<file path="config.mk">
export PLATFORM = sky130hd
export DESIGN_NAME = div_seq_flat
export DESIGN_NICKNAME = d
export VERILOG_FILES = /design/src/rtl/div_if.sv /design/src/rtl/div_seq.sv /design/src/flat_wrapper.sv
export SDC_FILE = /design/constraint.sdc
export NUM_CORES = 1
export LEC_CHECK = 0
export ABC_AREA = 1
export BUFFER_PORTS_ARGS = -buffer_cell sky130_fd_sc_hd__buf_2
export CORE_ASPECT_RATIO = 1.25
export CORE_UTILIZATION = 40
export CTS_CLUSTER_DIAMETER = 80
export CTS_CLUSTER_SIZE = 30
export DETAILED_ROUTE_END_ITERATION = 12
export GPL_ROUTABILITY_DRIVEN = 0
export PLACE_DENSITY = 0.54
export SLEW_MARGIN = 10
export SYNTH_ARGS = -nofsm -noshare
export SYNTH_HDL_FRONTEND = slang
export SYNTH_SLANG_ARGS = --single-unit
</file>
<file path="constraint.sdc">
create_clock -name clk -period 6 [get_ports clk]
set_clock_uncertainty 0.1 [all_clocks]
set_input_delay 1.2 -clock clk [delete_from_list [all_inputs] [get_ports clk]]
set_output_delay 1.2 -clock clk [all_outputs]
set_load 0.01 [all_outputs]
</file>
<file path="src/rtl/div_if.sv">
// div_if: operand/result bundle for the sequential signed divider div_seq.
//
// Signals (suffixes are from the divider's point of view):
//   start_i     request, sampled only while the divider is idle
//   dvd_i       signed dividend, W = M_bits+N_bits bits
//   dvr_i       signed divisor, N_bits bits
//   quot_o      signed truncating quotient, W bits
//   rem_o       signed remainder (sign of dividend), N_bits bits
//   busy_o      high while an operation is in progress
//   div_zero_o  last operation had a zero divisor
//   ovf_o       last operation was -2^(W-1) / -1
//
// Modports: master drives the request side, slave is the divider.
interface div_if #(
    parameter int M_bits = 12,
    parameter int N_bits = 8
);
    localparam int W = M_bits + N_bits;

    logic              start_i;
    logic [W-1:0]      dvd_i;
    logic [N_bits-1:0] dvr_i;
    logic [W-1:0]      quot_o;
    logic [N_bits-1:0] rem_o;
    logic              busy_o;
    logic              div_zero_o;
    logic              ovf_o;

    modport master (
        output start_i, dvd_i, dvr_i,
        input  quot_o, rem_o, busy_o, div_zero_o, ovf_o
    );

    modport slave (
        input  start_i, dvd_i, dvr_i,
        output quot_o, rem_o, busy_o, div_zero_o, ovf_o
    );
endinterface

</file>
<file path="src/rtl/div_seq.sv">
// div_seq: sequential signed restoring divider, one quotient bit per clock.
//
// Ports:
//   clk  clock, all state changes on the rising edge
//   rst  asynchronous active-high reset
//   bus  div_if.slave: start/dvd/dvr request, quot/rem/busy/div_zero/ovf
//
// Works on magnitudes, then restores signs in the FIX state: the quotient
// is negated when operand signs differ, the remainder takes the dividend's
// sign. Busy is high for W+1 cycles (1 cycle for a zero divisor).
module div_seq #(
    parameter int M_bits = 12,
    parameter int N_bits = 8
) (
    input  logic clk,
    input  logic rst,
    div_if.slave bus
);
    localparam int W     = M_bits + N_bits;
    localparam int CNT_W = $clog2(W);
    localparam logic [W-1:0] MIN_MAG = {1'b1, {(W-1){1'b0}}};

    typedef enum logic [1:0] {IDLE, DIV, FIX} state_t;

    state_t            state_q, state_d;
    logic [W-1:0]      dvd_q, dvd_d;      // dividend magnitude, becomes quotient
    logic [N_bits-1:0] dvr_q, dvr_d;      // divisor magnitude
    logic [N_bits:0]   part_q, part_d;    // partial remainder
    logic [CNT_W-1:0]  cnt_q, cnt_d;
    logic              neg_dvd_q, neg_dvd_d;
    logic              neg_quot_q, neg_quot_d;
    logic [W-1:0]      quot_q, quot_d;
    logic [N_bits-1:0] rem_q, rem_d;
    logic              dz_q, dz_d;
    logic              ovf_q, ovf_d;

    logic [N_bits:0]   shifted;
    logic              take;

    // Magnitude of the most negative value wraps to MIN_MAG, which is the
    // correct unsigned magnitude, so no special case is needed.
    logic [W-1:0]      dvd_abs;
    logic [N_bits-1:0] dvr_abs;
    assign dvd_abs = bus.dvd_i[W-1]      ? -bus.dvd_i : bus.dvd_i;
    assign dvr_abs = bus.dvr_i[N_bits-1] ? -bus.dvr_i : bus.dvr_i;

    // The remainder is always below |Dvr| <= 2^(N_bits-1), so shifting in one
    // more bit fits in N_bits+1.
    assign shifted = {part_q[N_bits-1:0], dvd_q[W-1]};
    assign take    = shifted >= {1'b0, dvr_q};

    always_ff @(posedge clk or posedge rst) begin
        if (rst) begin
            state_q    <= IDLE;
            dvd_q      <= '0;
            dvr_q      <= '0;
            part_q     <= '0;
            cnt_q      <= '0;
            neg_dvd_q  <= 1'b0;
            neg_quot_q <= 1'b0;
            quot_q     <= '0;
            rem_q      <= '0;
            dz_q       <= 1'b0;
            ovf_q      <= 1'b0;
        end else begin
            // NOTE: non-blocking here so every register samples the pre-edge
            // values computed by the combinational block.
            state_q    <= state_d;
            dvd_q      <= dvd_d;
            dvr_q      <= dvr_d;
            part_q     <= part_d;
            cnt_q      <= cnt_d;
            neg_dvd_q  <= neg_dvd_d;
            neg_quot_q <= neg_quot_d;
            quot_q     <= quot_d;
            rem_q      <= rem_d;
            dz_q       <= dz_d;
            ovf_q      <= ovf_d;
        end
    end

    always_comb begin
        // NOTE: every output of this block is defaulted first so no path can
        // leave one unassigned and infer a latch.
        state_d    = state_q;
        dvd_d      = dvd_q;
        dvr_d      = dvr_q;
        part_d     = part_q;
        cnt_d      = cnt_q;
        neg_dvd_d  = neg_dvd_q;
        neg_quot_d = neg_quot_q;
        quot_d     = quot_q;
        rem_d      = rem_q;
        dz_d       = dz_q;
        ovf_d      = ovf_q;

        unique case (state_q)
            IDLE: begin
                if (bus.start_i) begin
                    dvd_d      = dvd_abs;
                    dvr_d      = dvr_abs;
                    part_d     = '0;
                    cnt_d      = '0;
                    neg_dvd_d  = bus.dvd_i[W-1];
                    neg_quot_d = bus.dvd_i[W-1] ^ bus.dvr_i[N_bits-1];
                    dz_d       = 1'b0;
                    ovf_d      = 1'b0;
                    state_d    = (bus.dvr_i == '0) ? FIX : DIV;
                end
            end
            DIV: begin
                part_d = take ? shifted - {1'b0, dvr_q} : shifted;
                dvd_d  = {dvd_q[W-2:0], take};
                cnt_d  = cnt_q + 1'b1;
                if (cnt_q == CNT_W'(W-1)) state_d = FIX;
            end
            FIX: begin
                if (dvr_q == '0) begin
                    // dvd_q still holds |Dvd|; re-applying the sign gives back
                    // the original low bits of Dvd.
                    quot_d = '0;
                    rem_d  = neg_dvd_q ? -dvd_q[N_bits-1:0] : dvd_q[N_bits-1:0];
                    dz_d   = 1'b1;
                end else begin
                    quot_d = neg_quot_q ? -dvd_q : dvd_q;
                    rem_d  = neg_dvd_q ? -part_q[N_bits-1:0] : part_q[N_bits-1:0];
                    // A positive quotient magnitude of 2^(W-1) only arises from
                    // -2^(W-1) / -1; it wraps to -2^(W-1) on its own.
                    ovf_d  = (dvd_q == MIN_MAG) && !neg_quot_q;
                end
                state_d = IDLE;
            end
            default: state_d = IDLE;
        endcase
    end

    assign bus.busy_o     = (state_q != IDLE);
    assign bus.quot_o     = quot_q;
    assign bus.rem_o      = rem_q;
    assign bus.div_zero_o = dz_q;
    assign bus.ovf_o      = ovf_q;
endmodule
</file>
<file path="src/flat_wrapper.sv">
// flat-port wrapper written by rule: the top's interface ports become plain ports
module div_seq_flat 
#(
    parameter int M_bits = 12,
    parameter int N_bits = 8
)
  (clk, rst, bus_start_i, bus_dvd_i, bus_dvr_i, bus_quot_o, bus_rem_o, bus_busy_o, bus_div_zero_o, bus_ovf_o);
  div_if #(.M_bits(M_bits), .N_bits(N_bits)) bus_i ();
  input  logic clk;
  input  logic rst;
  input wire logic [$bits(bus_i.start_i)-1:0] bus_start_i;
  input wire logic [$bits(bus_i.dvd_i)-1:0] bus_dvd_i;
  input wire logic [$bits(bus_i.dvr_i)-1:0] bus_dvr_i;
  output wire logic [$bits(bus_i.quot_o)-1:0] bus_quot_o;
  output wire logic [$bits(bus_i.rem_o)-1:0] bus_rem_o;
  output wire logic [$bits(bus_i.busy_o)-1:0] bus_busy_o;
  output wire logic [$bits(bus_i.div_zero_o)-1:0] bus_div_zero_o;
  output wire logic [$bits(bus_i.ovf_o)-1:0] bus_ovf_o;
  assign bus_i.start_i = bus_start_i;
  assign bus_i.dvd_i = bus_dvd_i;
  assign bus_i.dvr_i = bus_dvr_i;
  assign bus_quot_o = bus_i.quot_o;
  assign bus_rem_o = bus_i.rem_o;
  assign bus_busy_o = bus_i.busy_o;
  assign bus_div_zero_o = bus_i.div_zero_o;
  assign bus_ovf_o = bus_i.ovf_o;
  div_seq #(.M_bits(M_bits), .N_bits(N_bits)) u_core (.clk(clk), .rst(rst), .bus(bus_i));
endmodule
</file>
Yosys cells after proc, flatten, opt, wreduce, memory -nomap -nowiden
Index checks and enable logic that the tools add are counted.

Register bits: 75. Bits in latches: 0. RAM bits: 0. ROM bits: 0. Bits of input ports: 31. Output and inout port bits: 31. Memories: 0.

Add/sub/neg operators: 7. $mul: 0. Div/mod/pow operators: 0. Order comparisons: 1. Equal/unequal tests: 8. Shift-type cells: 0. Muxes and demuxes: 23. Bitwise operators: 1. Reduce and logical (&&, ||, !) cells: 13.

Operator list (number): $mux 20 (4); $mux 8 (6); $neg 20->20 (2); $pmux 20 s2 (1); $neg 8->8 (3); $eq 20x20->1 const B (1); $logic_not 8->1 (2); $pmux 8 s2 (1); $pmux 5 s2 (1); $ge 9x8->1 (1); $sub 8x8->8 (1); $mux 2 (3); $reduce_and 2->1 (3); $reduce_and 3->1 (2); $reduce_bool 2->1 (3); $add 5x1->5 const B (1); $eq 5x5->1 const B (1); $mux 5 (1); $ne 2x1->1 const B (2); $ne 2x2->1 const B (2); $pmux 1 s2 (2); $pmux 2 s2 (1); $mux 1 (3); $eq 2x1->1 const B (1); other kinds (5) (5).

Longest topological paths before layout
Gate-level depths: netlist (run 1).

Depth in word-level cells: 4. Mapped depth: 13.

Worst setup path after synthesis (run 1)
OpenSTA, ideal clock, no wires.

Kind: input -> register. Start: in bus_dvd_i[1]. End: reg u_core.dvd_q[18]. Setup time: 0.116 ns. Arrival: 2.075 ns. Slack: 3.709 ns. Stages: 11. Path buffers: 0. Cells stage by stage: inv_1 ha_1 nand2_1 nor2_1 nand3_1 nand2_1 nand2_1 nand2_1 nand3_1 nand2_1 nand2_1.

Word-level cells in the longest chain between the ends: 4.

Ends and longest elaborated chain: from (decl) (RTL line flat_wrapper.sv:12) `input wire logic [$bits(bus_i.dvd_i)-1:0] bus_dvd_i;`; $neg 20->20 (RTL line div_seq.sv:44) `assign dvd_abs = bus.dvd_i[W-1] ? -bus.dvd_i : bus.dvd_i;`; $mux 20 (RTL line div_seq.sv:44); $mux 20 (RTL line div_seq.sv:99) `if (bus.start_i) begin`; $pmux 20 s2 (RTL line div_seq.sv:97) `unique case (state_q)`; to (signal assigned) (RTL line div_seq.sv:69) `dvd_q <= dvd_d;`; to (decl) (RTL line div_seq.sv:26) `logic [W-1:0] dvd_q, dvd_d;`.

Every way passes these cells. The select of a mux whose other input is x is not followed. A chain may end at the register's enable or synchronous reset.

Worst setup path in the final report (run 1)
Start: in bus_start_i. End: reg u_core.dvd_q[1].

Word-level cells in the longest chain between the ends: 2.

Ends and longest elaborated chain: from (decl) (RTL line flat_wrapper.sv:11) `input wire logic [$bits(bus_i.start_i)-1:0] bus_start_i;`; $ne 2x2->1 (no source line); $reduce_and 2->1 (no source line).

Every way passes these cells.

==> flow_summary.json, run 1 <==
{
  "dr_wl_met2_um": 5809,
  "ctsHoldBuffers": 0,
  "ys.flop_type": "dfrtp_1",
  "grt_pass1_vias": 4475,
  "synth_most_common_cell": "nand2_1",
  "drtIter0Drc": 342,
  "area_delta_synth_final_pct": 13.05,
  "ctsResizeCount": 0,
  "report.final.slew_viol_count": 0,
  "postLayoutCoreUtil_pct": 46.89,
  "initial_utilization_pct": 41.48,
  "ys_seq_elements": 75,
  "routedWlPerCell_um": 14.48,
  "relSlewSlack_pct": 26.03,
  "cts_buffer_depth": 2,
  "rsz0062_at_grt": "false",
  "vias": 4845,
  "arrival_ns": 2.75,
  "remaining_drc_errors": 0,
  "tns_ns": 0,
  "finalHoldViolCount": 0,
  "power_density_mw_per_mm2": 549.3,
  "setup_ws_ns": 3.343,
  "synthTopCellsByArea": "dfrtp_1 37%, nand2_1 16%, nand3_1 6.5%",
  "whs_ns": 0.3705,
  "synthCells": 723,
  "async_reset_ff_share_pct": 100.0,
  "final.min_clock_period_ns": 2.657,
  "cts_made_buffers": 9,
  "synth-edff-count": 0,
  "final_nets": 817,
  "yosysUniqueCellTypes": 50,
  "wl_met3_um": 600,
  "startpoint_type": "input port",
  "synth.cell_area_mm2": 0.005091,
  "synth_warnings": 0,
  "max_cap_viol_count": 0,
  "wirelength_um": 13630,
  "worstMarginPinSlew_ns": 1.107,
  "yosysTopAreaCell": "dfrtp_1",
  "clock-sinks": 75,
  "grt_usage_pct": 22.00,
  "worstHoldPathType": "reg -> reg",
  "clk_latency_ns": 0.33,
  "drive_gt1_share_pct": 13.77,
  "max_freq_mhz": 376.4,
  "syn_area_per_cell_um2": 7.042,
  "synthDominantCellAreaShare_pct": 36.86,
  "grt-ovfl-total": 0,
  "die_x_um": 102.9,
  "grt_max_degree": 43,
  "dp_slack_ns": 2.995,
  "path_clk_slew_ns": 0.06,
  "die_y_um": 128.1,
  "grt_pass1_wl_um": 22490,
  "cts_tree": "done",
  "cts_root_buf": "clkbuf_16",
  "dpl.hpwl_um": 10280,
  "worstSetupPathType": "in -> reg",
  "top_layer": "met4",
  "wl_met1_um": 6939,
  "finalSetupViolCount": 0,
  "die-area_mm2": 0.01319,
  "num_rows": 45,
  "io_buffers": 61,
  "yosys-top-cells-count": "222 x nand2_1, 75 x dfrtp_1, 70 x nor2_1",
  "p_leak_nw": 2.893,
  "worst-path-max-fanout": 33,
  "cp-end-kind": "register",
  "ys_seq_area_share_pct": 36.86,
  "p_total_w": 0.003162,
  "via_per_inst": 5.149,
  "required_ns": 6.09,
  "cts_setup_buffers": 0,
  "peakVddDrop_mv": 0.2446,
  "syn-num-nets": 768,
  "min_period_over_period_pct": 44.28,
  "antenna_found_initial": 0,
  "htreeDepth": 3,
  "status": "complete, no violations",
  "dr.pass1.iters": 5,
  "coreArea_mm2": 0.01227,
  "num_antenna_cells": 0,
  "antenna_left": 0,
  "ios": 62
}
registers in the layout, indices dropped and copies added, names as in the netlist:
register               cells
u_core.bus.quot_o         20
u_core.dvd_q              20
u_core.bus.rem_o           8
u_core.dvr_q               8
u_core.part_q              8
u_core.cnt_q               5
u_core.state_q             2
u_core.bus.div_zero_o      1
u_core.bus.ovf_o           1
u_core.neg_dvd_q           1
u_core.neg_quot_q          1
cell usage in the layout, fill, tap and decap left out, drive strengths merged, types with 6 or more instances in the layout:
cell type	instances
nand2	225
nor2	77
dfrtp	75
o21ai	74
nand3	70
inv	69
buf	63
a21oi	27
xor2	15
ha	13
nand4	10
clkbuf	9
xnor2	6
path summary, 6_finish.rpt:
check	startpoint	endpoint	slack, ns	depth (start not counted)
max	bus_start_i	u_core.dvd_q[1]	3.34	7
min	u_core.bus.quot_o[7]	u_core.bus.quot_o[7]	0.37	2
max reg2reg	u_core.state_q[0]	u_core.bus.rem_o[6]	3.60	7
min reg2reg	u_core.bus.quot_o[7]	u_core.bus.quot_o[7]	0.37	2
max in group asynchronous	rst	u_core.dvd_q[8]	3.92	3
min in group asynchronous	rst	u_core.bus.rem_o[6]	0.87	2
worst max-delay path, cell delays in order:
cell     delay, ns
buf_2         0.11
nand2_4       0.28
inv_2         0.15
nor2_4        0.47
inv_2         0.27
o21ai_0       0.16
o22ai_2       0.08
cell families (layout without fill, tap and decap cells):
family,count (synthesis),count (layout),share of synthesized area (%)
buf+inv,95,149,8.257
fa+ha+maj,14,14,3.588
flops,75,75,36.86
compound gates,123,123,14.18
xor+xnor,21,21,3.613
simple gates,395,395,33.50
stage by stage:
| step | area [µm²] | std cells |
|---|---|---|
| 6_report | 5756 | 941 |
| 5_1_grt | 5756 | 941 |
| 4_1_cts | 5756 | 941 |
| 3_5_place_dp | 5461 | 925 |
| 3_3_place_gp | 5461 | 925 |
| 2_1_floorplan | 5091 | 723 |
where the power goes:
| group | total, W | switching, W | internal, W | leakage [nW] |
|---|---|---|---|---|
| Clock | 0.000531 | 0.000211 | 0.000320 | 0.141 |
| Combinational | 0.00166 | 0.00107 | 0.000594 | 1.81 |
| Sequential | 0.000971 | 0.000237 | 0.000734 | 0.945 |
| Total | 0.00316 | 0.00151 | 0.00165 | 2.89 |
layer usage:
layer / global-route usage [%] / vias up
met2: 32.27 / 126
met3: 3.272 / 21
met4: 7.622 / 0
li1: - / 2469
met1: 32.64 / 2229
met5: 0 / -
area by class of cell:
class | count | area, µm²
fill | 1344 | 6519
multi-input combinational | 553 | 2794
timing repair buffer | 63 | 320.3
tap | 164 | 205.2
sequential | 75 | 1877
clock buffer | 9 | 225.2
clock inverter | 7 | 68.82
inverter | 70 | 265.3
(Power assumes the default switching activity.)
==> run 2: changes to the inputs <==
==> constraint.sdc (replaced) <==
create_clock -name clk -period 2.55 [get_ports clk]
set_clock_uncertainty 0.1 [all_clocks]
set_input_delay 0.51 -clock clk [delete_from_list [all_inputs] [get_ports clk]]
set_output_delay 0.51 -clock clk [all_outputs]
set_load 0.01 [all_outputs]
==> flow_summary.json, run 2 (same netlist as run 1, synthesis figures left out) <==
{
  "status": "complete, no violations",
  "die_x_um": 102.9,
  "max_cap_viol_count": 0,
  "final_cell_mix": "222 x nand2_1, 75 x dfrtp_1, 70 x nor2_1",
  "cts_setup_buffers": 0,
  "final_common_cell": "nand2_1",
  "final.min_clock_period_ns": 2.094,
  "cts_tree": "done",
  "nFillCells": 1321,
  "tns_ns": 0,
  "rsz0062_at_grt": "false",
  "dr.pass1.iters": 6,
  "num_antenna_cells": 0,
  "final_nets": 824,
  "vias": 4866,
  "antenna_found_initial": 0,
  "reg2reg_slack_ns": 0.46,
  "io_buffers": 61,
  "seq_area_mm2": 0.001877,
  "routedWlPerCell_um": 14.64,
  "startpoint_type": "register",
  "report.final.slew_viol_count": 0,
  "peakVddDrop_mv": 0.4330,
  "drive_gt1_share_pct": 14.16,
  "wl_met3_um": 685,
  "dr_wl_met2_um": 6257,
  "top_layer": "met4",
  "rr_worst_depth": 12,
  "htreeDepth": 3,
  "finalHoldViolCount": 0,
  "grt_usage_pct": 22.34,
  "power_density_mw_per_mm2": 1300,
  "relSlewSlack_pct": 67.85,
  "coreArea_mm2": 0.01227,
  "worstHoldPathType": "in -> async",
  "pwr-share-seq_pct": 29.1,
  "cts_buffer_depth": 2,
  "cts_root_buf": "clkbuf_16",
  "antenna_left": 0,
  "p_total_w": 0.007584,
  "die-area_mm2": 0.01319,
  "multi_input_area_mm2": 0.002794,
  "grt_pass1_vias": 4663,
  "cpPeakStageDelay_ns": 0.44,
  "required_ns": 2.67,
  "worstSetupPathType": "reg -> reg",
  "clock-sinks": 75,
  "intPower_w": 0.004029,
  "path_clk_slew_ns": 0.06,
  "finalSetupViolCount": 0,
  "p_sw_w": 0.003555,
  "remaining_drc_errors": 0,
  "grt_max_degree": 41,
  "worstMarginPinSlew_ns": 0.4805,
  "dpl.hpwl_um": 10690,
  "die_y_um": 128.1,
  "arrival_ns": 2.21,
  "area_delta_synth_final_pct": 14.60,
  "initial_utilization_pct": 41.48,
  "clockPowerShare_pct": 17.4,
  "cp-end-kind": "register",
  "path_cells": "inv_1, ha_1, inv_1, fa_1, nand3_1, nand2_1, nand2_1, nand3b_1, nand2_1, nand2_1, nand3_1, nand2_1",
  "ios": 62,
  "rr_endpoint": "u_core.part_q[6]",
  "clk_latency_ns": 0.33,
  "wl_met1_um": 6755,
  "worst-path-max-fanout": 4,
  "ctsResizeCount": 0,
  "grt_pass1_wl_um": 23050,
  "switching_share_pct": 46.87,
  "slowest_stage": "dfrtp_1",
  "r2r-start": "u_core.dvd_q[19]",
  "ctsHoldBuffers": 0,
  "drtIter0Drc": 331,
  "p_leak_nw": 2.940,
  "via_per_inst": 5.133,
  "wirelength_um": 13880,
  "grt-ovfl-total": 0,
  "num_rows": 45,
  "max_freq_mhz": 477.6,
  "min_period_over_period_pct": 82.10,
  "pwr-share-comb_pct": 53.5,
  "cts_made_buffers": 9,
  "cpMostUsedCell": "nand2_1"
}
[run 2: changes by cell type in the layout (fill, tap and decap cells not counted)]
cell        before  now
buf_4            2    8
clkbuf_1         0    3
clkbuf_8         0    3
clkinv_4         1    0
clkinv_2         3    0
buf_12           0    1
clkinvlp_4       2    0
[run 2: how the worst max path moves through the flow]
stage          slack (ns)  cells past startpoint                     to               from
3_3_place_gp         0.46                     12       u_core.part_q[6]   u_core.dvd_q[19]
4_1_cts              0.43                     12       u_core.part_q[6]   u_core.dvd_q[19]
5_1_grt              0.31                      7        u_core.dvd_q[1]  u_core.state_q[0]
6_report             0.46                     12       u_core.part_q[6]   u_core.dvd_q[19]
2_1_floorplan        0.03                      1  u_core.bus.div_zero_o                rst
3_5_place_dp         0.43                     12       u_core.part_q[6]   u_core.dvd_q[19]
[run 2: cell type report]
| type | instances | area share, % |
|---|---|---|
| Clock buffer | 15 | 4.761 |
| Inverter | 70 | 4.546 |
| Sequential cell | 75 | 32.17 |
| Tap cell | 164 | 3.517 |
| Timing Repair Buffer | 70 | 6.605 |
| Clock inverter | 1 | 0.5147 |
| Multi-Input combinational cell | 553 | 47.89 |
[run 2: per-stage QoR]
| stage | instances | hold slack (ns) | worst slack (ns) | utilization, % | area (µm²) |
|---|---|---|---|---|---|
| final | 948 | 0.07674 | 0.4563 | 47.53 | 5834 |
| after global routing | 948 | 0.1122 | 0.3065 | 47.53 | 5834 |
| after CTS | 948 | 0.08744 | 0.4265 | 47.53 | 5834 |
| after detailed placement | 932 | 0.3656 | 0.4292 | 45.03 | 5527 |
| after global placement | 932 | 0.3618 | 0.4591 | 45.03 | 5527 |
| after floorplan | 723 | 0.3488 | 0.03002 | - | 5091 |
[run 2: worst max-delay path, delay by kind of cell (launching register included)]
kind	cells	cell delay, ns
AND/OR/NAND/NOR	8	0.59
buffers and inverters	2	0.26
adder cells (fa/ha/maj)	2	0.58
flip-flops	1	0.44
[run 2: power by group through the flow]
stage,clock (W),sequential (W),combinational (W)
finish,0.00132,0.00221,0.00406
floorplan,0,0.00219,0.00305
detailed placement,0,0.00223,0.00404
CTS,0.00134,0.00221,0.00406
global placement,0,0.00221,0.00400
global route,0.00139,0.00229,0.00463
[run 2: metal layers]
metal	GRT usage, %	vias to the layer above
li1	-	2485
met1	32.17	2218
met2	34.75	147
met3	3.053	16
met4	6.379	0
met5	0	-
